## src/rtl/pistorm_bus_engine.sv

```systemverilog
// Queued 68000 bus-cycle engine: command FIFO, S1-S7 bus sequencer with 6800 VPA/VMA/E
// support, per-cycle DTACK timeout and one response per command.
module pistorm_bus_engine #(
    parameter int unsigned ADDR_W   = 24,
    parameter int unsigned DEPTH    = 4,
    parameter int unsigned TIMEOUT  = 1024,
    parameter int unsigned E_PERIOD = 10,
    parameter int unsigned E_HIGH   = 4
) (
    input  logic              PI_CLK,
    input  logic              PI_RESET_n,
    input  logic              cmd_valid,
    output logic              cmd_ready,
    input  logic              cmd_rw,
    input  logic              cmd_byte,
    input  logic [2:0]        cmd_fc,
    input  logic [ADDR_W-1:0] cmd_addr,
    input  logic [15:0]       cmd_wdata,
    output logic              rsp_valid,
    input  logic              rsp_ready,
    output logic [15:0]       rsp_rdata,
    output logic [1:0]        rsp_err,
    output logic              busy,
    input  logic              M68K_CLK,
    output logic [ADDR_W-2:0] M68K_A,
    output logic [15:0]       M68K_D_O,
    input  logic [15:0]       M68K_D_I,
    output logic              M68K_D_OE,
    output logic [2:0]        M68K_FC,
    output logic              M68K_AS_n,
    output logic              M68K_UDS_n,
    output logic              M68K_LDS_n,
    output logic              M68K_RW,
    input  logic              M68K_DTACK_n,
    input  logic              M68K_BERR_n,
    input  logic              M68K_VPA_n,
    input  logic              M68K_BGACK_n,
    output logic              M68K_E,
    output logic              M68K_VMA_n,
    output logic              M68K_BUS_OE
);

    localparam int unsigned PTR_W = $clog2(DEPTH);
    localparam int unsigned CNT_W = PTR_W + 1;
    localparam int unsigned E_W   = $clog2(E_PERIOD);
    localparam int unsigned T_W   = $clog2(TIMEOUT + 2);

    typedef struct packed {
        logic              rw;
        logic              is_byte;
        logic [2:0]        fc;
        logic [ADDR_W-1:0] addr;
        logic [15:0]       wdata;
    } cmd_t;

    typedef enum logic [2:0] {StIdle, StS1, StS2, StS3, StS4, StS5, StS6, StS7} state_t;

    state_t           state_q, state_d;
    logic [2:0]       c7m_q;
    logic [3:0]       in_s1, in_s2;
    logic [15:0]      d_s1, d_s2;
    logic [E_W-1:0]   e_cnt_q;
    logic [T_W-1:0]   tcnt_q;
    cmd_t             mem [DEPTH];
    cmd_t             wk_q;
    logic [PTR_W-1:0] wr_ptr_q, rd_ptr_q;
    logic [CNT_W-1:0] count_q;
    logic             vma_q, rsp_valid_q;
    logic [15:0]      rdata_q;
    logic [1:0]       err_q, s3_err;
    logic             c7m_rise, c7m_fall, push, pop, start, s3_done;
    logic             dtack_s, berr_s, vpa_s, bgack_s;
    logic [1:0]       lane_n;

    assign c7m_rise = c7m_q[1] & ~c7m_q[2];
    assign c7m_fall = ~c7m_q[1] & c7m_q[2];
    assign {bgack_s, vpa_s, berr_s, dtack_s} = in_s2;

    assign cmd_ready = (count_q != CNT_W'(DEPTH));
    assign push      = cmd_valid && cmd_ready;
    assign start     = (state_q == StIdle) && (count_q != '0) && !rsp_valid_q && bgack_s;
    assign pop       = start;

    assign rsp_valid   = rsp_valid_q;
    assign rsp_rdata   = rdata_q;
    assign rsp_err     = err_q;
    assign busy        = (count_q != '0) || (state_q != StIdle) || rsp_valid_q;
    assign M68K_E      = (e_cnt_q >= E_W'(E_PERIOD - E_HIGH));
    assign M68K_VMA_n  = vma_q;
    assign M68K_A      = wk_q.addr[ADDR_W-1:1];
    assign M68K_D_O    = wk_q.wdata;
    assign M68K_BUS_OE = !((state_q == StIdle) && !bgack_s);
    assign lane_n      = !wk_q.is_byte ? 2'b00 : (wk_q.addr[0] ? 2'b10 : 2'b01);

    // S3 exit decision; BERR outranks DTACK, the timeout is the last resort.
    always_comb begin
        s3_done = 1'b1;
        s3_err  = 2'b00;
        if (!berr_s) begin
            s3_err = 2'b01;
        end else if (!dtack_s) begin
            s3_err = 2'b00;
        end else if (!vma_q && (e_cnt_q == E_W'(E_PERIOD - 2))) begin
            s3_err = 2'b00;
        end else if ((TIMEOUT != 0) && (tcnt_q == T_W'(TIMEOUT))) begin
            s3_err = 2'b10;
        end else begin
            s3_done = 1'b0;
        end
    end

    always_ff @(posedge PI_CLK or negedge PI_RESET_n) begin
        if (!PI_RESET_n) state_q <= StIdle;
        else             state_q <= state_d;
    end

    always_comb begin
        state_d = state_q;
        unique case (state_q)
            StIdle: if (start)                state_d = StS1;
            StS1:   if (c7m_rise)             state_d = StS2;
            StS2:   if (c7m_fall)             state_d = StS3;
            StS3:   if (c7m_rise && s3_done)  state_d = StS4;
            StS4:   if (c7m_fall)             state_d = StS5;
            StS5:   if (c7m_rise)             state_d = StS6;
            StS6:   if (c7m_fall)             state_d = StS7;
            StS7:                             state_d = StIdle;
        endcase
    end

    // Strobes decode straight from state so an async reset releases them at once.
    always_comb begin
        M68K_AS_n  = 1'b1;
        M68K_UDS_n = 1'b1;
        M68K_LDS_n = 1'b1;
        M68K_RW    = 1'b1;
        M68K_FC    = 3'b111;
        M68K_D_OE  = 1'b0;
        case (state_q)
            StS1: M68K_FC = wk_q.fc;
            StS2: begin
                M68K_FC   = wk_q.fc;
                M68K_AS_n = 1'b0;
                if (wk_q.rw) begin
                    {M68K_UDS_n, M68K_LDS_n} = lane_n;
                end else begin
                    M68K_RW   = 1'b0;
                    M68K_D_OE = 1'b1;
                end
            end
            StS3, StS4, StS5, StS6: begin
                M68K_FC                  = wk_q.fc;
                M68K_AS_n                = 1'b0;
                {M68K_UDS_n, M68K_LDS_n} = lane_n;
                M68K_RW                  = wk_q.rw;
                M68K_D_OE                = !wk_q.rw;
            end
            default: ;
        endcase
    end

    always_ff @(posedge PI_CLK) begin
        if (push) mem[wr_ptr_q] <= '{cmd_rw, cmd_byte, cmd_fc, cmd_addr, cmd_wdata};
    end

    always_ff @(posedge PI_CLK or negedge PI_RESET_n) begin
        if (!PI_RESET_n) begin
            c7m_q       <= '0;
            in_s1       <= '1;
            in_s2       <= '1;
            d_s1        <= '0;
            d_s2        <= '0;
            e_cnt_q     <= '0;
            tcnt_q      <= '0;
            wk_q        <= '0;
            wr_ptr_q    <= '0;
            rd_ptr_q    <= '0;
            count_q     <= '0;
            vma_q       <= 1'b1;
            rsp_valid_q <= 1'b0;
            rdata_q     <= '0;
            err_q       <= '0;
        end else begin
            c7m_q <= {c7m_q[1:0], M68K_CLK};
            in_s1 <= {M68K_BGACK_n, M68K_VPA_n, M68K_BERR_n, M68K_DTACK_n};
            in_s2 <= in_s1;
            d_s1  <= M68K_D_I;
            d_s2  <= d_s1;
            if (c7m_fall) begin
                e_cnt_q <= (e_cnt_q == E_W'(E_PERIOD - 1)) ? '0 : e_cnt_q + E_W'(1);
            end
            if (push) wr_ptr_q <= wr_ptr_q + PTR_W'(1);
            if (pop) begin
                rd_ptr_q <= rd_ptr_q + PTR_W'(1);
                wk_q     <= mem[rd_ptr_q];
            end
            if (push && !pop)      count_q <= count_q + CNT_W'(1);
            else if (!push && pop) count_q <= count_q - CNT_W'(1);
            if (state_q == StS2) tcnt_q <= '0;
            if ((state_q == StS3) && c7m_rise) begin
                if (s3_done) begin
                    err_q <= s3_err;
                end else begin
                    tcnt_q <= tcnt_q + T_W'(1);
                    if (!vpa_s && (e_cnt_q == E_W'(2))) vma_q <= 1'b0;
                end
            end
            if ((state_q == StS6) && c7m_fall) begin
                rdata_q <= (wk_q.rw && (err_q == 2'b00)) ? d_s2 : 16'h0000;
                vma_q   <= 1'b1;
            end
            if (state_q == StS7)                rsp_valid_q <= 1'b1;
            else if (rsp_valid_q && rsp_ready) rsp_valid_q <= 1'b0;
        end
    end

endmodule

```

## config.mk

```make
export PLATFORM = sky130hd
export DESIGN_NAME = pistorm_bus_engine
export DESIGN_NICKNAME = d
export VERILOG_FILES = /design/src/rtl/pistorm_bus_engine.sv
export SDC_FILE = /design/constraint.sdc
export NUM_CORES = 1
export LEC_CHECK = 0
export ABC_CLOCK_PERIOD_IN_PS = 2600
export BUFFER_PORTS_ARGS = -buffer_cell sky130_fd_sc_hd__buf_2
export CORE_MARGIN = 10
export CORE_UTILIZATION = 40
export CTS_BUF_LIST = sky130_fd_sc_hd__clkbuf_16
export CTS_CLUSTER_SIZE = 16
export DETAILED_ROUTE_END_ITERATION = 8
export PLACE_DENSITY = 0.62
export SETUP_SLACK_MARGIN = 0.02
export SYNTH_ARGS = -nofsm -noshare
export SYNTH_HDL_FRONTEND = slang
export SYNTH_SLANG_ARGS = --single-unit
export TNS_END_PERCENT = 1
```

## constraint.sdc

```tcl
create_clock -name PI_CLK -period 2.6 [get_ports PI_CLK]
set_clock_uncertainty 0.1 [all_clocks]
set_input_delay 0.52 -clock PI_CLK [delete_from_list [all_inputs] [get_ports PI_CLK]]
set_output_delay 0.52 -clock PI_CLK [all_outputs]
set_load 0.05 [all_outputs]
```

**Word level (Yosys, flattened, before mapping)**

Memories as Yosys holds them, arrays and structs flattened. A register that Yosys moved wholly into a read port is not among the register bits.
Index checks and enable logic that the tools add are counted.

- $add $sub $neg: 6
- Order comparisons: 1
- Eq/ne operators: 20
- Multiplexer cells: 43
- Bitwise gates (word level): 4
- Reductions and logical operators: 39

Operators with widths:

| cell | count |
|---|---|
| $mux 11 | 3 |
| $mux 3 | 10 |
| $pmux 3 s8 | 1 |
| $mux 1 | 17 |
| $mux 16 | 1 |
| $logic_and 1x1->1 | 14 |
| $ne 2x2->1 const B | 7 |
| $eq 3x3->1 const B | 4 |
| $mux 2 | 6 |
| $add 11x1->11 const B | 1 |
| $eq 11x11->1 const B | 1 |
| $logic_not 1->1 | 9 |
| $eq 4x4->1 const B | 2 |
| $pmux 1 s2 | 4 |
| $reduce_bool 2->1 | 4 |
| $reduce_and 7->1 | 1 |
| $eq 3x2->1 const B | 2 |
| $reduce_bool 3->1 | 2 |
| $reduce_or 6->1 | 1 |
| $reduce_or 5->1 | 1 |
| $add 2x1->2 const B | 2 |
| $add 4x1->4 const B | 1 |
| $eq 4x2->1 const B | 1 |
| $ge 4x3->1 const B | 1 |
| 14 further kinds | 17 |

- Register bits after elaboration: 88
- Memory bits (writable): 180
- Bits of input ports: 70
- Output and inout bits: 71
- Word-level logic and storage cells: 129
- Memories kept: 1

Memory list:

| name | words | width | read ports | clocked after memory_dff | write ports | line | RTL |
|---|---|---|---|---|---|---|---|
| mem | 4 | 45 | 1 | 1 | 1 | 64 | `cmd_t mem [DEPTH];` |

**Logic depth before layout (Yosys ltp)**

- Depth after elaboration: 8
- Depth in mapped cells: 13
- Mapped depth without buffers: 10

**Worst setup path after synthesis**

OpenSTA, ideal clock, no wires.

- Kind: register -> register
- Start: register count_q[0]
- End: register count_q[2]
- Library setup time: 79 ps
- Arrival: 2524 ps
- Data required time: 2421 ps
- Path slack: -103 ps
- Cell stages (with the launch flop): 14
- Path buffers: 3
- Clock period less this slack: 2703 ps
- Cell sequence: dfrtp_1 -> or3_1 -> and3_1 -> and3b_1 -> clkbuf_2 -> buf_6 -> buf_6 -> inv_1 -> ha_1 -> inv_1 -> fa_1 -> xor2_1 -> nor2_1 -> xor2_1

- Word-level cells in the longest chain between the ends: 7
- Elaborated cells on any way between the ends: 15
- Classes of those cells: 2 x add/sub; 1 x eq/ne; 2 x mux; 10 x reduce/logical

RTL lines:

| item | line | RTL |
|---|---|---|
| start: declaration | 67 | `logic [CNT_W-1:0] count_q;` |
| start signal: assignment | 197 | `if (push && !pop) count_q <= count_q + CNT_W'(1);` |
| start signal: assignment | 198 | `else if (!push && pop) count_q <= count_q - CNT_W'(1);` |
| parallel branches: the longest is 7 deep, another holds $sub 3x1->3 | n/a |  |

Several ways; the timed one is not identified. The select of a mux whose other input is x is not followed.
A chain may end at the register's enable or synchronous reset.

**Final worst setup path**

- Start: register state_q[1]
- End: output M68K_UDS_n

- Word-level cells in the longest chain between the ends: 3
- Elaborated cells on any way between the ends: 7
- Classes of those cells: 5 x eq/ne; 1 x mux; 1 x reduce/logical

RTL lines:

| item | line | RTL |
|---|---|---|
| start: declaration | 58 | `state_t state_q, state_d;` |
| start signal: assignment | 113 | `if (!PI_RESET_n) state_q <= StIdle;` |
| start signal: assignment | 114 | `else state_q <= state_d;` |
| $eq 3x2->1 or $eq 3x3->1 (tied branches) | 139 | `case (state_q)` |
| $reduce_or 4->1 | 139 |  |
| $pmux 1 s2 (*) | 139 |  |
| end: declaration | 31 | `output logic M68K_UDS_n,` |

Every way passes the cells marked *; elsewhere a longest branch is shown, timed or not.

==> impl_metrics.env <==
export IMPL_synth_ff_type="edfxtp_1"
export IMPL_antenna_left=0
export IMPL_critPathBufInv=2
export IMPL_ys_types=48
export IMPL_drt_initial_drc_count=305
export IMPL_grt_use_met2_pct=20.2
export IMPL_nets=876
export IMPL_hold_end="d_s1[15]"
export IMPL_syn_inst=642
export IMPL_vias=5975
export IMPL_tightest_slew_ns=0.798
export IMPL_syn_area_per_cell_um2=18.5
export IMPL_setup_worst_path_end_class="output port"
export IMPL_drv_cap=0
export IMPL_grt_use_total_pct=13.0
export IMPL_ios=141
export IMPL_drive_gt1_share_pct=42.6
export IMPL_hold_viol=0
export IMPL_cellLeakagePower_nw=5.63
export IMPL_synth_most_common_cell="edfxtp_1"
export IMPL_switching_share_pct=35.3
export IMPL_antenna_found_initial=4
export IMPL_period_share_pct=98.3
export IMPL_max_slew_margin_pct=46.8
export IMPL_syn_area_um2=11900
export IMPL_yosysWarnings=0
export IMPL_setup_viol=0
export IMPL_synth_nets=724
export IMPL_clk_pin_slew_ns=0.06
export IMPL_area_growth_synth_to_final_pct=20.9
export IMPL_worst_hold_path_type="in -> reg"
export IMPL_multiInputGateArea_um2=2780
export IMPL_fill_cells=2457
export IMPL_crit_chain="buf_4 > ha_1 > o21ai_2 > o21ai_2 > nand2_1 > buf_4"
export IMPL_max_stage_delay_ns=0.45
export IMPL_regArea_um2=8750
export IMPL_slowest_stage="dfrtp_2"
export IMPL_power_density_nw_per_um2=1280
export IMPL_cts_tree="built"
export IMPL_avgRoutedWirePerCell_um=19.7
export IMPL_clkPwrFrac_pct=27.0
export IMPL_synthArstFlopShare_pct=42.5
export IMPL_reg2regPathDepth=10
export IMPL_ys_seq_elements=313
export IMPL_port_buffers=140
export IMPL_reg2reg_to="count_q[2]"
export IMPL_finalMaxSlewViolations=0
export IMPL_clkLatencyLatePin_ns=0.51
export IMPL_clkSinkCount=313
export IMPL_cp_arrival_ns=1.94
export IMPL_path_class="reg -> out"
export IMPL_die_y_um=192
export IMPL_internal_power_mw=11.9
export IMPL_crit_family="flip-flops"
export IMPL_synth_top_cell_by_area="edfxtp_1"
export IMPL_drc=0
export IMPL_num_rows=63
export IMPL_core_um2=29500
export IMPL_cp_start_kind="register"
export IMPL_via_per_inst=4.93
export IMPL_fin_crit_ns=2.56
export IMPL_p_seq_share_pct=39.1
export IMPL_synth_edf_count=180
export IMPL_die_area_um2=37000
export IMPL_synth_top_area_share_pct=45.5
export IMPL_grt_util_met1_pct=17.4
export IMPL_clockRootBuffer="clkbuf_16"
export IMPL_critical_path_required_ns=1.98
export IMPL_wl_um=23900
export IMPL_p_total_mw=18.4
export IMPL_finalSetupTns_ns=0
export IMPL_r2r_start="count_q[2]"
export IMPL_cts_htree_levels=2
export IMPL_status="finished, final reports clean"
export IMPL_cts_made_buffers=36
export IMPL_grt_remaining_overflow=0
export IMPL_die_w_um=192
export IMPL_synth_area_leaders="edfxtp_1 45%, dfrtp_1 26%, mux4_2 8.5%"
export IMPL_grt_pass1_vias=6488
export IMPL_rsz0062_at_grt="yes"
export IMPL_whs_path_depth=1
export IMPL_ff2ff_setup_slack_ns=0.21
export IMPL_grt_pass1_wl_um=37400
export IMPL_max_freq_mhz=391
export IMPL_critPathMaxFanout=5
export IMPL_holdCritStartpoint="M68K_D_I[15]"
export IMPL_max_clock_path_buffers=3
export IMPL_grt_use_met3_pct=3.87
export IMPL_synth_seq_area_share_pct=73.6
export IMPL_grt_max_degree=56
export IMPL_gp_congestion=0.772
export IMPL_initial_core_util_pct=40.3
export IMPL_power_switching_mw=6.48
export IMPL_drt_pass1_iterations=4
export IMPL_grt_busiest_layer="met2"
export IMPL_power_share_combinational_pct=33.9
export IMPL_vdd_drop_max_uv=853
export IMPL_dp_hpwl_um=14600
export IMPL_synthTopCellsByCount="180 x edfxtp_1, 124 x dfrtp_1, 45 x mux4_2, 43 x mux2_2, 40 x buf_4"
export IMPL_worst_path_stages=6
through the flow:
step	instances	hold slack [ns]	util [%]	instance area [µm²]	worst slack (ns)
after floorplan	642	0.124	-	11900	0.00890
after global placement	1131	0.232	43.9	12900	0.277
after detailed placement	1131	0.235	43.9	12900	0.214
after CTS	1209	0.00110	48.4	14300	-0.0153
after global routing	1211	0.00354	48.7	14400	-0.0167
final	1212	0.0230	48.8	14400	0.0430
sequential cells by signal (all words and copies together) (netlist names), 4 cells and up:
| name | count |
|---|---|
| in_s1 | 4 |
| d_s1 | 16 |
| d_s2 | 16 |
| tcnt_q | 11 |
| in_s2 | 4 |
| e_cnt_q | 4 |
| M68K_A | 23 |
| rsp_rdata | 16 |
| wk_q | 6 |
| mem | 180 |
| M68K_D_O | 16 |
cells by family after synthesis:
group / count (synthesis) / synth area share (%)
AO/OA/AOI/OAI: 55 / 3.27
multiplexers: 98 / 13.7
adder cells (fa/ha/maj): 12 / 1.33
flip-flops: 313 / 73.6
XOR/XNOR: 9 / 0.663
AND/OR/NAND/NOR: 83 / 3.74
buffers and inverters: 72 / 3.78
layer usage:
metal  wire length (µm)  part of all wire (%)
met1              10700                    45
met2              10900                    46
met3               1740                   7.3
met4                560                   2.3
met5                 31                  0.13
placed cells by master (no fill, tap or decap), types with 9 or more instances in the layout:
cell	instances
a21oi_1	9
a22o_1	17
buf_2	133
buf_4	18
clkbuf_16	39
dfrtp_1	119
dfstp_2	9
dlygate4sd3_1	11
edfxtp_1	180
inv_1	16
mux2_2	43
mux4_2	45
nand2_1	23
nor2_1	9
o21ai_0	9
power groups by stage:
stage,logic (mW),clock network (mW),registers (mW)
after CTS,6.22,5.12,7.19
final,6.23,4.96,7.19
after floorplan,4.59,0,7.43
after global placement,6.03,0,7.26
after detailed placement,6.08,0,7.27
after global routing,6.69,5.32,7.34
repair_timing:
action | 4_1_cts | 5_1_grt
cloned | 0 | 0
setup buffers | 2 | 2
hold endpoints to repair | 54 | 0
endpoints found under the setup margin | 6 | 8
gates resized for setup | 19 | 18
hold buffers | 11 | 0
pin swaps | 1 | 0
worst reg2reg max path, delay by kind of cell, from the launching register on:
family | cells | cell delay (ns)
xor+xnor | 2 | 0.29
flops | 1 | 0.40
fa+ha+maj | 2 | 0.49
simple gates | 4 | 0.95
buf+inv | 2 | 0.10
final cells by class:
class / instances / share of cell area (%)
diodes: 1 / 0.0174
clock buffers: 39 / 6.79
clock inverters: 26 / 1.48
inverters: 12 / 0.348
multi-input cells: 257 / 19.4
flip-flops and latches: 313 / 60.9
well taps: 390 / 3.39
repair buffers: 174 / 7.70
worst max-delay path by stage:
| stage | endpoint | slack, ns | from |
|---|---|---|---|
| after detailed placement | count_q[2] | 0.21 | count_q[1] |
| after floorplan | mem[1][0] | 0.009 | count_q[0] |
| final | M68K_UDS_n | 0.04 | state_q[1] |
| after CTS | M68K_LDS_n | -0.02 | state_q[1] |
| after global routing | M68K_UDS_n | -0.02 | state_q[0] |
| after global placement | count_q[2] | 0.28 | count_q[2] |
Note: power is estimated with default switching activity, not from simulation.
